**src/rtl/perceptron_layer_seq_if.sv**
```systemverilog
// Handshake, configuration and result bundle for perceptron_layer_seq.
// The slave modport is the layer; the master modport is its pattern source / consumer.
interface perceptron_layer_seq_if #(
    parameter int N_IN  = 8,
    parameter int N_OUT = 8,
    parameter int W_W   = 8
);
    localparam int AW = $clog2(N_OUT * (N_IN + 1));

    logic             in_valid;
    logic             in_ready;
    logic [N_IN-1:0]  in_vec;
    logic             cfg_we;
    logic [AW-1:0]    cfg_addr;
    logic [W_W-1:0]   cfg_data;
    logic             out_valid;
    logic             out_ready;
    logic [N_OUT-1:0] out_vec;
    logic             busy;

    modport slave (
        input  in_valid, in_vec, cfg_we, cfg_addr, cfg_data, out_ready,
        output in_ready, out_valid, out_vec, busy
    );

    modport master (
        output in_valid, in_vec, cfg_we, cfg_addr, cfg_data, out_ready,
        input  in_ready, out_valid, out_vec, busy
    );
endinterface

```
**src/rtl/perceptron_layer_seq.sv**
```systemverilog
// Time-multiplexed layer of N_OUT binary-input perceptrons, one input bit per cycle.
// Define PCPT_SIGNED_EN for two's-complement weights, thresholds and accumulators.
module perceptron_layer_seq #(
    parameter int N_IN  = 8,
    parameter int N_OUT = 8,
    parameter int W_W   = 8
) (
    input logic                  clk,
    input logic                  rst,
    perceptron_layer_seq_if.slave bus
);
    localparam int ACC_W = W_W + $clog2(N_IN + 1);
    localparam int AW    = $clog2(N_OUT * (N_IN + 1));
    localparam int KW    = (N_IN > 1) ? $clog2(N_IN) : 1;

    typedef enum logic [1:0] {IDLE, RUN, CMP, HOLD} state_t;

    state_t state, state_next;

    logic [W_W-1:0]   w   [N_OUT][N_IN];
    logic [W_W-1:0]   thr [N_OUT];
    logic [ACC_W-1:0] acc [N_OUT];
    logic [N_IN-1:0]  in_vec_q;
    logic [KW-1:0]    k;
    logic [N_OUT-1:0] out_vec_q;
    logic             out_valid_q;
    logic             in_ready;
    logic             busy;

    function automatic logic [ACC_W-1:0] extend(input logic [W_W-1:0] v);
`ifdef PCPT_SIGNED_EN
        return ACC_W'($signed(v));
`else
        return ACC_W'(v);
`endif
    endfunction

    function automatic logic fires(input logic [ACC_W-1:0] a, input logic [W_W-1:0] t);
`ifdef PCPT_SIGNED_EN
        return $signed(a) > $signed(extend(t));
`else
        return a > extend(t);
`endif
    endfunction

    always_ff @(posedge clk) begin
        if (rst) state <= IDLE;
        else     state <= state_next;
    end

    // NOTE: combinational process assigns every output a default first, so no latch can form.
    always_comb begin
        state_next = state;
        in_ready   = 1'b0;
        busy       = 1'b1;
        unique case (state)
            IDLE: begin
                in_ready = 1'b1;
                busy     = 1'b0;
                if (bus.in_valid) state_next = RUN;
            end
            RUN:  if (k == KW'(N_IN - 1)) state_next = CMP;
            CMP:  state_next = HOLD;
            HOLD: if (bus.out_ready) state_next = IDLE;
            default: state_next = IDLE;
        endcase
    end

    // NOTE: the register file is reset explicitly; a reset must leave the layer with all-zero weights.
    always_ff @(posedge clk) begin
        if (rst) begin
            for (int n = 0; n < N_OUT; n++) begin
                for (int j = 0; j < N_IN; j++) w[n][j] <= '0;
                thr[n] <= '0;
                acc[n] <= '0;
            end
            in_vec_q    <= '0;
            k           <= '0;
            out_vec_q   <= '0;
            out_valid_q <= 1'b0;
        end else begin
            // Writes are only honoured in IDLE so weights never change mid-pass.
            if (state == IDLE && bus.cfg_we) begin
                for (int n = 0; n < N_OUT; n++) begin
                    for (int j = 0; j < N_IN; j++)
                        if (bus.cfg_addr == AW'(n * (N_IN + 1) + j)) w[n][j] <= bus.cfg_data;
                    if (bus.cfg_addr == AW'(n * (N_IN + 1) + N_IN)) thr[n] <= bus.cfg_data;
                end
            end

            unique case (state)
                IDLE: begin
                    if (bus.in_valid) begin
                        in_vec_q <= bus.in_vec;
                        k        <= '0;
                        for (int n = 0; n < N_OUT; n++) acc[n] <= '0;
                    end
                end
                RUN: begin
                    for (int n = 0; n < N_OUT; n++)
                        if (in_vec_q[k]) acc[n] <= acc[n] + extend(w[n][k]);
                    k <= k + KW'(1);
                end
                CMP: begin
                    for (int n = 0; n < N_OUT; n++) out_vec_q[n] <= fires(acc[n], thr[n]);
                    out_valid_q <= 1'b1;
                end
                HOLD: if (bus.out_ready) out_valid_q <= 1'b0;
                default: ;
            endcase
        end
    end

    assign bus.in_ready  = in_ready;
    assign bus.busy      = busy;
    assign bus.out_valid = out_valid_q;
    assign bus.out_vec   = out_vec_q;
endmodule

```
**src/flat_wrapper.sv**
```systemverilog
// flat-port wrapper written by rule: the top's interface ports become plain ports
module perceptron_layer_seq_flat 
#(
    parameter int N_IN  = 8,
    parameter int N_OUT = 8,
    parameter int W_W   = 8
)
  (clk, rst, bus_in_valid, bus_in_vec, bus_cfg_we, bus_cfg_addr, bus_cfg_data, bus_out_ready, bus_in_ready, bus_out_valid, bus_out_vec, bus_busy);
  perceptron_layer_seq_if #(.N_IN(N_IN), .N_OUT(N_OUT), .W_W(W_W)) bus_i ();
  input logic clk;
  input logic rst;
  input wire logic [$bits(bus_i.in_valid)-1:0] bus_in_valid;
  input wire logic [$bits(bus_i.in_vec)-1:0] bus_in_vec;
  input wire logic [$bits(bus_i.cfg_we)-1:0] bus_cfg_we;
  input wire logic [$bits(bus_i.cfg_addr)-1:0] bus_cfg_addr;
  input wire logic [$bits(bus_i.cfg_data)-1:0] bus_cfg_data;
  input wire logic [$bits(bus_i.out_ready)-1:0] bus_out_ready;
  output wire logic [$bits(bus_i.in_ready)-1:0] bus_in_ready;
  output wire logic [$bits(bus_i.out_valid)-1:0] bus_out_valid;
  output wire logic [$bits(bus_i.out_vec)-1:0] bus_out_vec;
  output wire logic [$bits(bus_i.busy)-1:0] bus_busy;
  assign bus_i.in_valid = bus_in_valid;
  assign bus_i.in_vec = bus_in_vec;
  assign bus_i.cfg_we = bus_cfg_we;
  assign bus_i.cfg_addr = bus_cfg_addr;
  assign bus_i.cfg_data = bus_cfg_data;
  assign bus_i.out_ready = bus_out_ready;
  assign bus_in_ready = bus_i.in_ready;
  assign bus_out_valid = bus_i.out_valid;
  assign bus_out_vec = bus_i.out_vec;
  assign bus_busy = bus_i.busy;
  perceptron_layer_seq #(.N_IN(N_IN), .N_OUT(N_OUT), .W_W(W_W)) u_core (.clk(clk), .rst(rst), .bus(bus_i));
endmodule
```
**config.mk**
```make
export PLATFORM = sky130hd
export DESIGN_NAME = perceptron_layer_seq_flat
export DESIGN_NICKNAME = d
export VERILOG_FILES = /design/src/rtl/perceptron_layer_seq_if.sv /design/src/rtl/perceptron_layer_seq.sv /design/src/flat_wrapper.sv
export SDC_FILE = /design/constraint.sdc
export NUM_CORES = 1
export LEC_CHECK = 0
export BUFFER_PORTS_ARGS = -buffer_cell sky130_fd_sc_hd__buf_4
export CAP_MARGIN = 20
export CORE_MARGIN = 4
export CORE_UTILIZATION = 23
export CTS_CLUSTER_DIAMETER = 150
export DETAILED_ROUTE_END_ITERATION = 10
export HOLD_SLACK_MARGIN = 0.05
export PLACE_DENSITY = 0.37
export SKIP_LAST_GASP = 1
export SLEW_MARGIN = 0
export SYNTH_ARGS = -nofsm -noshare
export SYNTH_HDL_FRONTEND = slang
export SYNTH_SLANG_ARGS = --single-unit
export TNS_END_PERCENT = 50
```
**constraint.sdc**
```tcl
create_clock -name clk -period 3.6 [get_ports clk]
set_clock_uncertainty 0.05 [all_clocks]
set_input_delay 0.36 -clock clk [delete_from_list [all_inputs] [get_ports clk]]
set_output_delay 0.36 -clock clk [all_outputs]
set_load 0.05 [all_outputs]
```
=== Yosys cells after proc, flatten, opt, wreduce, memory -nomap -nowiden ===
Memory sizes are Yosys's and may differ from the RTL's.
Index checks and enable logic that the tools add are counted.

* Flip-flop bits (word level): 22
* Input port bits: 28
* Memories kept: 3
* RAM bits: 672
* Output and inout bits: 11

* Mux-type cells: 422
* $lt $le $gt $ge: 10
* Reduce and logical (&&, ||, !) cells: 9
* Bitwise gates (word level): 89
* Equality and inequality tests: 78
* Add/subtract/negate cells: 9

{| class="wikitable"
|+ Memory list
! memory !! depth !! bits a word !! rd ports !! clocked after memory_dff !! wr ports !! RTL line !! RTL
|-
| u_core.w || 8 || 64 || 8 || 0 || 8 || perceptron_layer_seq.sv:20 || <nowiki>logic [W_W-1:0] w [N_OUT][N_IN];</nowiki>
|-
| u_core.acc || 8 || 12 || 8 || 0 || 8 || perceptron_layer_seq.sv:22 || <nowiki>logic [ACC_W-1:0] acc [N_OUT];</nowiki>
|-
| u_core.thr || 8 || 8 || 8 || 0 || 8 || perceptron_layer_seq.sv:21 || <nowiki>logic [W_W-1:0] thr [N_OUT];</nowiki>
|}

{| class="wikitable"
|+ Operator list
! kind !! number
|-
| 8-bit 2-to-1 mux || 88
|-
| 1-bit 2-to-1 mux || 302
|-
| 7-bit by 6-bit equality test with 1-bit output (second input constant) || 32
|-
| 8-bit binary-select mux with 3-bit select || 8
|-
| 12-bit 2-to-1 mux || 16
|-
| 7-bit by 5-bit equality test with 1-bit output (second input constant) || 16
|-
| 12-bit by 8-bit adder with 12-bit output || 8
|-
| 12-bit by 8-bit greater-than comparator with 1-bit output || 8
|-
| 1-bit bitwise OR || 88
|-
| 7-bit by 4-bit equality test with 1-bit output (second input constant) || 8
|-
| 7-bit equality test (second input constant) || 8
|-
| 7-bit by 3-bit equality test with 1-bit output (second input constant) || 4
|-
| 7-bit by 2-bit equality test with 1-bit output (second input constant) || 2
|-
| 2-bit case mux with 4 select lines || 1
|-
| 7-bit by 1-bit equality test with 1-bit output (second input constant) || 1
|-
| 7-bit zero test || 1
|-
| 2-bit 2-to-1 mux || 3
|-
| 3-bit case mux with 2 select lines || 1
|-
| 2-bit AND reduction || 3
|-
| 2-bit equality test (second input constant) || 2
|-
| 4-bit greater-or-equal comparator (second input constant) || 1
|-
| 3-bit by 4-bit less-than comparator with 1-bit output (second input constant) || 1
|-
| 2-bit inequality test (second input constant) || 2
|-
| 3-bit inverter with 4-bit output || 1
|-
| other kinds (11) || 12
|}

=== Logic depth before layout (Yosys ltp) ===
* Depth after elaboration: 7
* Mapped depth: 13
* Depth with buffers taken out: 10

=== Least setup slack after synthesis ===
OpenSTA, ideal clock, no wires.

* Path kind: reg-to-reg
* Start: register u_core.k[0]
* End: memory u_core.acc[1][10] (netlist name) (data pin)
* Arrival time: 3517 ps
* Stages on the path, launching flop included: 13
* Path buffers: 3
* Period minus slack after synthesis: 3830 ps
* Slack: -230 ps
* Required time: 3286 ps
* Cell sequence: dfxtp_1 > buf_6 > clkbuf_1 > buf_2 > mux4_2 > mux2_2 > ha_1 > fa_1 > a21oi_1 > o21ai_0 > a2111oi_0 > or4_1 > a21oi_1

{| class="wikitable"
|+ RTL lines
! what !! RTL line !! RTL
|-
| start, declared || perceptron_layer_seq.sv:24 || <nowiki>logic [KW-1:0] k;</nowiki>
|-
| start signal, assigned || perceptron_layer_seq.sv:102 || <nowiki>k <= k + KW'(1);</nowiki>
|-
| end, declared || perceptron_layer_seq.sv:22 ||
|}

==> impl_metrics.ini <==
[layout]
area_growth_pct = 19.4
multi_input_area_sq_mm = 0.0113
ff_latch_area_sq_mm = 0.0205
final_nets = 2644
fillCellCount = 14300
post-route-util_pct = 27.7
layout_commonest_cell = edfxtp_1
drive_above_1_share_pct = 20.2
mostFrequentLayoutCells = edfxtp_1, nor2_1, buf_4
design_area_sq_mm = 0.0388

[yosys]
yosys.cell_types.count = 65
syn-num-nets = 2479
synth_warnings = 0
synth_top_area_share_pct = 61.0
avgSynthCellArea_sq_um = 14.1
synth-async-reset-ratio_pct = 0
synthesis.area_sq_mm = 0.0325
synth_top_area_cell = edfxtp_1
synth_edf_count = 660
ys.flop_type = edfxtp_1
postSynthCellCount = 2308
yosysSeqAreaShare_pct = 63.1
ys_top_cells_by_area = edfxtp_1, mux4_2, ha_1
ys_ff_latch = 694

[route]
routed_via_density = 4.41
vias = 19500
wl_um = 93700
route.detailed.drc = 0
ant_nets = 0
first_pass_iters = 5
routedWlPerCell_um = 21.2
drt_iter0_markers = 1213

[job]
max-cap-violations = 0

[global_routing]
gr-total-overflow = 0
use_met1_pct = 17.1
grt_util_met2_pct = 20.6
grt_use_total_pct = 12.6
grt_start_max_net_pins = 63
grt_pass1_wl_um = 138000
busiest_layer = met2
antenna_found_initial = 4
met3_usage_pct = 2.36
grt_pass1_vias = 20400

[die]
die_width_um = 384
core_region_area_sq_mm = 0.140
dieArea_sq_mm = 0.147
initial_core_util_pct = 23.2
die_h_um = 384
num_io_pins = 39
num_rows = 137

[clock_network]
cts_buffers = 82
root_buffer = clkbuf_16
insertion_delay_ns = 0.67
cts_htree_levels = 3
cts_tree = yes
cts.path.max_buffers = 3
cts_num_sinks = 694
path_clk_slew_ns = 0.06

[timing]
finalSetupViolCount = 0
post-route-period-util_pct = 96.9
rsz0062_at_grt = true
timing_hold_violations_final = 0
worst_slew_pin_slew_ns = 0.862
fmax_ghz = 0.287
period_needed_ns = 3.49
slew_headroom_pct = 42.2
drv_slew = 0
hold_slack_ns = 0.183

[place]
place_area_sq_mm = 0.0359
hpwlAfterDp_um = 64000
port_buffers = 38
gp_congestion = 0.789

[worst_setup_path]
critPathLaunchType = register
crit_required_ns = 3.95
setup.worst_path.class = reg -> reg
path_max_fanout = 7
cp.arrival_ns = 3.84
crit_path_end_kind = register

[power_and_ir_drop]
peakVddDrop_mv = 0.321
p_total_mw = 23.3
p_leak_nw = 14.3
power_density_mw_per_mm2 = 599

[worst_hold_path]
min_path_type = in -> reg

[run_status]
status = finished, final reports clean
cells in the mapped netlist, types with 4 or more instances:
library cell    n
xor2_1         25
xnor2_1        22
and3_1         40
buf_1          10
fa_1            8
a2111oi_0       6
or3_1          15
dfxtp_1        34
o21a_1         24
a311oi_1        8
nor4_1          9
nand3_1        17
nand2_1       119
and2_1          4
o21ai_0        42
nand2b_1       55
nor2_1        400
clkbuf_1       70
edfxtp_1      660
ha_1          135
mux2_2         63
mux2i_1        18
nor3_1         25
mux4_2        130
a211oi_1        9
a31oi_1         8
buf_2          25
inv_1          94
a21oi_1        81
a21o_1         57
o31ai_1         9
nand4_1        21
nor2b_1        15
per-stage QoR:
step / cells / worst slack [ns] / setup TNS (ns)
6_report: 4413 / 0.112 / 0
5_1_grt: 4411 / -0.0152 / -0.0337
4_1_cts: 4407 / -0.00786 / -0.00786
3_5_place_dp: 4243 / -0.00552 / -0.00706
3_3_place_gp: 4243 / -0.0233 / -0.0566
2_1_floorplan: 2308 / -0.0449 / -0.101
registers in the layout, summed over array words and instances (netlist names):
name,cells
u_core.thr,64
u_core.bus.out_vec,8
u_core.k,3
u_core.state,2
u_core.w,512
u_core.bus.out_valid,1
u_core.acc,96
u_core.in_vec_q,8
timing repair:
item | in CTS | in global routing
gates resized for setup | 1 | 20
hold endpoints to repair | 20 | 0
pin swaps | 0 | 2
endpoints found under the setup margin | 3 | 29
hold buffers | 18 | 0
cloned | 0 | 0
buffers inserted | 0 | 4
layer usage:
metal | up-vias | part of all wire (%) | wire length (um)
met5 | - | 0 | 0
met4 | 0 | 2.6 | 2440
met3 | 128 | 4.3 | 4080
met2 | 386 | 47 | 44100
met1 | 9927 | 46 | 43100
li1 | 9012 | - | -
cell families (layout without fill, tap and decap cells):
family / Yosys count / count (layout) / share of synthesized area [%]
AO/OA/AOI/OAI: 279 / 279 / 5.64
XOR/XNOR: 47 / 47 / 1.27
multiplexers: 213 / 213 / 11.9
adder cells (fa/ha/maj): 143 / 143 / 5.69
AND/OR/NAND/NOR: 730 / 730 / 9.98
other: 0 / 2 / 0
buffers and inverters: 202 / 429 / 2.50
flip-flops: 694 / 694 / 63.1
worst max-delay path, stage by stage (launching register included):
cell and delay, ns:
dfxtp_4 0.44, buf_12 0.16, buf_4 0.18, buf_4 0.16
mux4_2 0.50, mux2_2 0.32, ha_1 0.36, nand2_1 0.12
a2111oi_1 0.44, buf_4 0.21, o31ai_1 0.08, xor2_1 0.16
nor2_1 0.05
cell type report:
cell class | count | share of cell area [%]
Tap cell | 1876 | 6.05
Timing Repair Buffer | 189 | 4.33
Multi-Input combinational cell | 1412 | 29.1
Sequential cell | 694 | 52.9
Antenna cell | 2 | 0.0129
Clock inverter | 33 | 0.880
Inverter | 94 | 0.909
Clock buffer | 113 | 5.85
final timing paths:
path              cells past startpoint          startpoint  slack [ns]                 end
setup / recovery                     12         u_core.k[0]        0.11   u_core.acc[0][45]
hold reg to reg                       2  u_core.in_vec_q[0]        0.41  u_core.in_vec_q[0]
hold / removal                        4        bus_in_valid        0.18  u_core.in_vec_q[6]
setup reg to reg                     12         u_core.k[0]        0.11   u_core.acc[0][45]
power by group:
part	internal [mW]	total (mW)	leakage [nW]	switching (mW)
clock network	4.84	8.24	1.29	3.41
registers	9.48	9.86	7.14	0.385
logic	2.21	5.15	5.88	2.94
total	16.5	23.3	14.3	6.73
Power figures use the tool's default switching activity.
